$ cat config.mk
export PLATFORM = sky130hd
export DESIGN_NAME = udp_header_filter
export DESIGN_NICKNAME = d
export VERILOG_FILES = /design/src/rtl/udp_header_filter_pkg.sv /design/src/rtl/udp_header_filter_sat_counter.sv /design/src/rtl/udp_header_filter.sv
export SDC_FILE = /design/constraint.sdc
export NUM_CORES = 1
export LEC_CHECK = 0
export ABC_CLOCK_PERIOD_IN_PS = 4800
export CAP_MARGIN = 20
export CORE_MARGIN = 2
export CORE_UTILIZATION = 55
export CTS_BUF_LIST = sky130_fd_sc_hd__clkbuf_4
export CTS_CLUSTER_DIAMETER = 40
export CTS_CLUSTER_SIZE = 14
export DETAILED_ROUTE_END_ITERATION = 16
export MAX_ROUTING_LAYER = met4
export PLACE_DENSITY_LB_ADDON = 0.15
export SLEW_MARGIN = 30
export SYNTH_ARGS = -nofsm -noshare
export SYNTH_HDL_FRONTEND = slang
export SYNTH_SLANG_ARGS = --single-unit
$ cat constraint.sdc
create_clock -name clk -period 4.8 [get_ports clk]
set_clock_uncertainty 0.2 [all_clocks]
set_input_delay 0.96 -clock clk [delete_from_list [all_inputs] [get_ports clk]]
set_output_delay 0.96 -clock clk [all_outputs]
set_load 0.02 [all_outputs]
$ cat src/rtl/udp_header_filter_pkg.sv
// Shared types, byte offsets and the reason priority encoder for the UDP header filter.
package udp_filter_pkg;

  typedef enum logic [2:0] {
    RSN_PASS  = 3'd0,
    RSN_MAC   = 3'd1,
    RSN_ETYPE = 3'd2,
    RSN_IPHDR = 3'd3,
    RSN_PROTO = 3'd4,
    RSN_IP    = 3'd5,
    RSN_PORT  = 3'd6,
    RSN_RUNT  = 3'd7
  } reason_t;

  typedef enum logic [1:0] {
    S_IDLE    = 2'd0,
    S_HDR     = 2'd1,
    S_BODY    = 2'd2,
    S_VERDICT = 2'd3
  } state_t;

  localparam int IDX_W = 6;

  localparam logic [IDX_W-1:0] OFF_DA    = 6'd0;
  localparam logic [IDX_W-1:0] OFF_ETYPE = 6'd12;
  localparam logic [IDX_W-1:0] OFF_VIHL  = 6'd14;
  localparam logic [IDX_W-1:0] OFF_PROTO = 6'd23;
  localparam logic [IDX_W-1:0] OFF_DIP   = 6'd30;
  localparam logic [IDX_W-1:0] OFF_DPORT = 6'd36;
  localparam logic [IDX_W-1:0] HDR_LAST  = 6'd37;
  localparam logic [IDX_W-1:0] IDX_MAX   = 6'd63;

  localparam logic [7:0] VIHL_IPV4 = 8'h45;

  // Flag bit positions follow byte order, so the lowest set bit is the first failure.
  localparam int CHK_MAC   = 0;
  localparam int CHK_ETYPE = 1;
  localparam int CHK_IPHDR = 2;
  localparam int CHK_PROTO = 3;
  localparam int CHK_IP    = 4;
  localparam int CHK_PORT  = 5;
  localparam int N_CHK     = 6;

  typedef struct packed {
    logic [47:0] mac;
    logic [15:0] etype;
    logic [7:0]  proto;
    logic [31:0] ip_base;
    logic [31:0] ip_mask;
    logic [15:0] port;
  } cfg_t;

  function automatic reason_t first_fail(input logic [N_CHK-1:0] flags);
    reason_t r;
    r = RSN_PASS;
    if (flags[CHK_MAC])        r = RSN_MAC;
    else if (flags[CHK_ETYPE]) r = RSN_ETYPE;
    else if (flags[CHK_IPHDR]) r = RSN_IPHDR;
    else if (flags[CHK_PROTO]) r = RSN_PROTO;
    else if (flags[CHK_IP])    r = RSN_IP;
    else if (flags[CHK_PORT])  r = RSN_PORT;
    return r;
  endfunction

endpackage

$ cat src/rtl/udp_header_filter_sat_counter.sv
// Saturating up-counter with a synchronous clear that wins over a coincident increment.
module sat_counter #(
  parameter int W = 32
) (
  input  logic         clk,
  input  logic         rst,
  input  logic         clr_i,
  input  logic         inc_i,
  output logic [W-1:0] cnt_o
);

  logic [W-1:0] cnt_q;
  logic [W-1:0] cnt_d;

  always_comb begin
    cnt_d = cnt_q;
    if (clr_i) begin
      cnt_d = '0;
    end else if (inc_i && !(&cnt_q)) begin
      cnt_d = cnt_q + 1'b1;
    end
  end

  always_ff @(posedge clk) begin
    if (rst) begin
      cnt_q <= '0;
    end else begin
      cnt_q <= cnt_d;
    end
  end

  assign cnt_o = cnt_q;

endmodule

$ cat src/rtl/udp_header_filter.sv
// Ethernet/IPv4/UDP header classifier: one pass/drop verdict per byte-streamed frame,
// judged against a config snapshot taken when the frame's first byte is accepted.
module udp_header_filter
  import udp_filter_pkg::*;
#(
  parameter int CNT_W = 32,
  parameter int LEN_W = 16
) (
  input  logic             clk,
  input  logic             rst,
  input  logic [7:0]       s_tdata,
  input  logic             s_tvalid,
  output logic             s_tready,
  input  logic             s_tlast,
  input  logic [47:0]      local_mac,
  input  logic [15:0]      ethertype,
  input  logic [7:0]       ip_protocol,
  input  logic [31:0]      ip_base,
  input  logic [31:0]      ip_mask,
  input  logic [15:0]      udp_dst_port,
  input  logic             stats_clr,
  output logic             m_verdict_valid,
  input  logic             m_verdict_ready,
  output logic             m_verdict_pass,
  output logic [2:0]       m_verdict_reason,
  output logic [LEN_W-1:0] m_verdict_len,
  output logic [CNT_W-1:0] pass_cnt,
  output logic [CNT_W-1:0] drop_cnt
);

  state_t           state_q;
  logic [IDX_W-1:0] idx_q;
  logic [LEN_W-1:0] len_q;
  logic [N_CHK-1:0] flags_q;
  cfg_t             cfg_q;
  logic             s_tready_q;
  logic             vld_q;
  logic             pass_q;
  reason_t          reason_q;
  logic [LEN_W-1:0] vlen_q;

  cfg_t             cfg_live;
  cfg_t             cfg_cur;
  logic             in_idle;
  logic             beat;
  logic [IDX_W-1:0] cur_idx;
  logic [IDX_W-1:0] idx_d;
  logic [LEN_W-1:0] base_len;
  logic [LEN_W-1:0] len_d;
  logic [N_CHK-1:0] cur_mm;
  logic [N_CHK-1:0] flags_d;
  logic             runt;
  logic             pass_d;
  reason_t          reason_d;

  assign cfg_live = '{mac: local_mac, etype: ethertype, proto: ip_protocol,
                      ip_base: ip_base, ip_mask: ip_mask, port: udp_dst_port};

  // Byte 0 is checked against the live config, which is also what gets snapshotted.
  assign in_idle  = (state_q == S_IDLE);
  assign cfg_cur  = in_idle ? cfg_live : cfg_q;
  assign beat     = s_tvalid & s_tready_q;
  assign cur_idx  = in_idle ? '0 : idx_q;
  assign idx_d    = (cur_idx == IDX_MAX) ? cur_idx : cur_idx + 1'b1;
  assign base_len = in_idle ? '0 : len_q;
  assign len_d    = (&base_len) ? base_len : base_len + 1'b1;

  logic [5:0] mac_mm;
  logic [1:0] etype_mm;
  logic [3:0] dip_mm;
  logic [1:0] dport_mm;
  logic       vihl_mm;
  logic       proto_mm;

  for (genvar gi = 0; gi < 6; gi++) begin : g_mac
    assign mac_mm[gi] = (cur_idx == OFF_DA + 6'(gi)) &&
                        (s_tdata != cfg_cur.mac[47-8*gi -: 8]);
  end

  for (genvar gi = 0; gi < 2; gi++) begin : g_port_etype
    assign etype_mm[gi] = (cur_idx == OFF_ETYPE + 6'(gi)) &&
                          (s_tdata != cfg_cur.etype[15-8*gi -: 8]);
    assign dport_mm[gi] = (cur_idx == OFF_DPORT + 6'(gi)) &&
                          (s_tdata != cfg_cur.port[15-8*gi -: 8]);
  end

  // Masked range compare done one byte at a time as the address streams in.
  for (genvar gi = 0; gi < 4; gi++) begin : g_dip
    assign dip_mm[gi] = (cur_idx == OFF_DIP + 6'(gi)) &&
                        ((s_tdata & cfg_cur.ip_mask[31-8*gi -: 8]) !=
                         (cfg_cur.ip_base[31-8*gi -: 8] & cfg_cur.ip_mask[31-8*gi -: 8]));
  end

  assign vihl_mm  = (cur_idx == OFF_VIHL)  && (s_tdata != VIHL_IPV4);
  assign proto_mm = (cur_idx == OFF_PROTO) && (s_tdata != cfg_cur.proto);

  always_comb begin
    cur_mm            = '0;
    cur_mm[CHK_MAC]   = |mac_mm;
    cur_mm[CHK_ETYPE] = |etype_mm;
    cur_mm[CHK_IPHDR] = vihl_mm;
    cur_mm[CHK_PROTO] = proto_mm;
    cur_mm[CHK_IP]    = |dip_mm;
    cur_mm[CHK_PORT]  = |dport_mm;
  end

  assign flags_d = (in_idle ? '0 : flags_q) | cur_mm;
  assign runt    = (cur_idx < HDR_LAST);

  always_comb begin
    pass_d   = 1'b0;
    reason_d = RSN_PASS;
    if (flags_d != '0) begin
      reason_d = first_fail(flags_d);
    end else if (runt) begin
      reason_d = RSN_RUNT;
    end else begin
      pass_d = 1'b1;
    end
  end

  always_ff @(posedge clk) begin
    if (rst) begin
      state_q    <= S_IDLE;
      idx_q      <= '0;
      len_q      <= '0;
      flags_q    <= '0;
      cfg_q      <= '0;
      s_tready_q <= 1'b1;
      vld_q      <= 1'b0;
      pass_q     <= 1'b0;
      reason_q   <= RSN_PASS;
      vlen_q     <= '0;
    end else begin
      if (in_idle) begin
        cfg_q <= cfg_live;
      end
      case (state_q)
        S_IDLE, S_HDR, S_BODY: begin
          if (beat) begin
            idx_q   <= idx_d;
            len_q   <= len_d;
            flags_q <= flags_d;
            if (s_tlast) begin
              state_q    <= S_VERDICT;
              s_tready_q <= 1'b0;
              vld_q      <= 1'b1;
              pass_q     <= pass_d;
              reason_q   <= reason_d;
              vlen_q     <= len_d;
            end else if (state_q == S_IDLE) begin
              state_q <= S_HDR;
            end else if (state_q == S_HDR && cur_idx == HDR_LAST) begin
              state_q <= S_BODY;
            end
          end
        end
        S_VERDICT: begin
          if (m_verdict_ready) begin
            state_q    <= S_IDLE;
            s_tready_q <= 1'b1;
            vld_q      <= 1'b0;
          end
        end
      endcase
    end
  end

  assign s_tready         = s_tready_q;
  assign m_verdict_valid  = vld_q;
  assign m_verdict_pass   = pass_q;
  assign m_verdict_reason = reason_q;
  assign m_verdict_len    = vlen_q;

  logic pass_inc;
  logic drop_inc;
  assign pass_inc = vld_q & m_verdict_ready & pass_q;
  assign drop_inc = vld_q & m_verdict_ready & ~pass_q;

  sat_counter #(.W(CNT_W)) u_pass_cnt (
    .clk   (clk),
    .rst   (rst),
    .clr_i (stats_clr),
    .inc_i (pass_inc),
    .cnt_o (pass_cnt)
  );

  sat_counter #(.W(CNT_W)) u_drop_cnt (
    .clk   (clk),
    .rst   (rst),
    .clr_i (stats_clr),
    .inc_i (drop_inc),
    .cnt_o (drop_cnt)
  );

endmodule

==> results.ini <==
[cts]
cts_tree = built
htreeDepth = 2
cts_setup_buffers = 0
cts.path.max_buffers = 3
ctsResizeCount = 0
clkTransAtPathRegs_ps = 120
numCtsBuffers = 37
clk_latency_ps = 650
hold_buffers = 0
clock-root-buffer = clkbuf_4
cts.sinks = 268

[synth]
syn_inst = 1771
synth.most_common_cell = nand2_1
yosysTopAreaCell = dfxtp_1
yosys.area.top_type_share_pct = 38.70
yosys_warnings = 0
synth_top_cells_by_count = 321 x nand2_1, 268 x dfxtp_1, 174 x a21oi_1
ys_seq_area_share_pct = 38.70
synth_cell_types = 74
syn_area_um2 = 13860
synth_edf_count = 0
ys.flop_type = dfxtp_1
synth_area_leaders = dfxtp_1 39%, nand2_1 8.7%, xor2_1 6.6%
avgSynthCellArea_um2 = 7.829
ys_ff_latch = 268
synthesis.nets = 1944
synthArstFlopShare_pct = 0

[detailed_routing]
vias = 13580
avgViaCountPerCell = 5.837
drcViolationCount = 0
detail-route-antenna-nets = 0
drt_iter0_markers = 1427
drt-pass1-iter-count = 5
wl_per_cell_um = 17.42
wl_um = 40550

[cells_and_area]
final_core_util_pct = 68.61
regArea_um2 = 5365
syn_to_final_growth_pct = 23.54
multiInputGateArea_um2 = 7850
fin_nets = 2139
drive_above_1_share_pct = 6.366
nFillCells = 2137

[floorplanning]
std_cell_rows = 58
start_util_pct = 55.54
core-area_um2 = 24960
die_x_um = 162.8
ios = 252
die_y_um = 162.8
die-area_um2 = 26490

[timing]
setup_violations = 0
slew_violations = 0
rsz0062_at_grt = false
finalHoldViolCount = 0
fin_crit_ps = 3978
worst_pin_slew_ps = 946.7
max-slew-margin-rel_pct = 36.30
fin_crit_sh_pct = 82.88
fmax_mhz = 251.4
tns_ps = 0

[grt]
grt_first_pass_wirelength_um = 64050
grt_pass1_vias = 12480
busiest_layer = met2
use_met1_pct = 40.12
grt_antenna_before_repair = 1
use_met2_pct = 49.04
met3_usage_pct = 3.845
overflow = 0
grtUsageTotal_pct = 30.48
grt_max_degree = 100

[worst_setup_path]
reg2reg_depth = 10
worstSetupEndpointType = flip-flop
setup.worst_path.start_class = flip-flop
cp_cell_sequence = or2_4 -> buf_12 -> o21ai_0 -> a2111oi_0 -> a31o_2 -> a31oi_1 -> nor3_1 -> nand4_1 -> or3b_1 -> o22ai_2
crit_required_ps = 5190
reg2reg_to = m_verdict_pass
r2r_slack_ps = 820
crit_fanout = 82
critPathKind = reg2reg
cp_data_arrival_time_ps = 4370
crit_path_max_incr_delay_ps = 610
r2r-start = state_q[0]
worst_path_max_delay_cell = dfxtp_1

[power]
power_switching_mw = 1.811
swShare_pct = 33.27
vdd_drop_max_mv = 0.1886
p_per_area_nw_per_um2 = 317.8
leakage_nw = 6.253
power.internal_mw = 3.633
clkPwrFrac_pct = 28.9
power_frac_seq_pct = 46.2
pwr-share-comb_pct = 24.9

[outcome]
run_status = finished clean

[worst_hold_path]
hp-class = reg2reg
hp-start = m_verdict_len[10]
hold_path_end = m_verdict_len[10]
whs_path_depth = 2

[place]
place_congestion = 0.9497
hpwl_um = 28340
io_buffers = 251

[flow_run]
maxCapViolCount = 0

worst max-delay path, delay by kind of cell, from the launching register on:
kind | cells | cell delay [ps]
DFF | 1 | 610
AOI/OAI and AO/OA | 5 | 1070
buffers and inverters | 1 | 370
and+or+nand+nor | 4 | 1590
power groups by stage:
stage | Sequential [mW] | Clock [mW] | Combinational, mW
5_1_grt | 2.54 | 1.69 | 1.48
3_3_place_gp | 2.56 | 0 | 1.31
2_1_floorplan | 2.54 | 0 | 0.920
4_1_cts | 2.52 | 1.60 | 1.34
3_5_place_dp | 2.57 | 0 | 1.34
6_report | 2.52 | 1.57 | 1.35
per-layer routing:
metal | routed length (um) | part of all wire, %
met1 | 17960 | 44
met4 | 1187 | 2.9
met2 | 18600 | 46
met3 | 2797 | 6.9
met5 | 0 | 0
placed cells by master, fill, tap and decap left out, types with 5 or more instances in the layout:
master,n
a221oi_1,18
and2_1,5
nand2_1,321
clkinv_1,5
o21ai_0,61
nand3_1,56
o2111ai_1,8
mux2i_1,33
buf_4,25
clkinv_2,8
a22oi_1,16
nor3_1,19
clkdlybuf4s50_1,247
inv_1,36
nor3b_1,5
nor2b_1,9
o22ai_1,24
ha_1,7
a21oi_1,173
or3b_2,11
xnor2_1,91
nand2b_1,5
clkbuf_4,40
a31oi_1,10
a211oi_1,17
o2bb2ai_1,11
or2_2,5
and3_1,24
dfxtp_1,268
xor2_1,104
a2111oi_0,6
or3_1,10
nand4_1,29
clkinvlp_4,6
nor4_1,15
nor2_1,165
sequential cells by signal (all words and copies together), names as in the netlist:
signal,flops
m_verdict_reason,3
idx_q,6
m_verdict_len,16
state_q,2
len_q,16
flags_q,6
m_verdict_valid,1
u_pass_cnt.cnt_o,32
m_verdict_pass,1
s_tready,1
u_drop_cnt.cnt_o,32
cfg_q,152
worst max-delay path by stage:
stage / from / to / slack (ps) / cells after the start
after detailed placement: s_tdata[6] / m_verdict_reason[2] / 460 / 11
after floorplan: state_q[0] / m_verdict_len[15] / 740 / 19
after global placement: s_tdata[6] / m_verdict_reason[2] / 490 / 11
after global routing: state_q[0] / m_verdict_pass / 560 / 10
final: state_q[0] / m_verdict_pass / 820 / 10
after CTS: state_q[0] / m_verdict_reason[0] / 870 / 12
area by class of cell:
class,count,share of cell area [%]
Multi-Input combinational cell,1340,45.83
Sequential cell,268,31.32
Timing Repair Buffer,281,16.22
Tap cell,330,2.411
Clock buffer,40,1.753
Clock inverter,28,1.607
Inverter,38,0.8327
Antenna cell,2,0.02922
per-stage QoR:
| stage | hold WS, ps | area, um2 | power, mW | setup slack, ps | instances |
|---|---|---|---|---|---|
| after floorplan | 231.5 | 13860 | 3.463 | 740.2 | 1771 |
| after global routing | 278.9 | 17130 | 5.702 | 555.7 | 2326 |
| after detailed placement | 248.4 | 16540 | 3.902 | 457.5 | 2257 |
| after global placement | 240.7 | 16540 | 3.873 | 492.0 | 2257 |
| after CTS | 262.1 | 17110 | 5.458 | 869.1 | 2325 |
| final | 259.9 | 17130 | 5.444 | 822.0 | 2327 |
logic make-up after synthesis:
| logic type | Yosys count | share of synthesized area (%) |
|---|---|---|
| multiplexers | 35 | 2.545 |
| adder cells (fa/ha/maj) | 7 | 0.6317 |
| flip-flops | 268 | 38.70 |
| buffers and inverters | 163 | 4.828 |
| AND/OR/NAND/NOR | 694 | 22.31 |
| XOR/XNOR | 195 | 12.32 |
| AO/OA/AOI/OAI | 409 | 18.67 |
(Power assumes the default switching activity.)
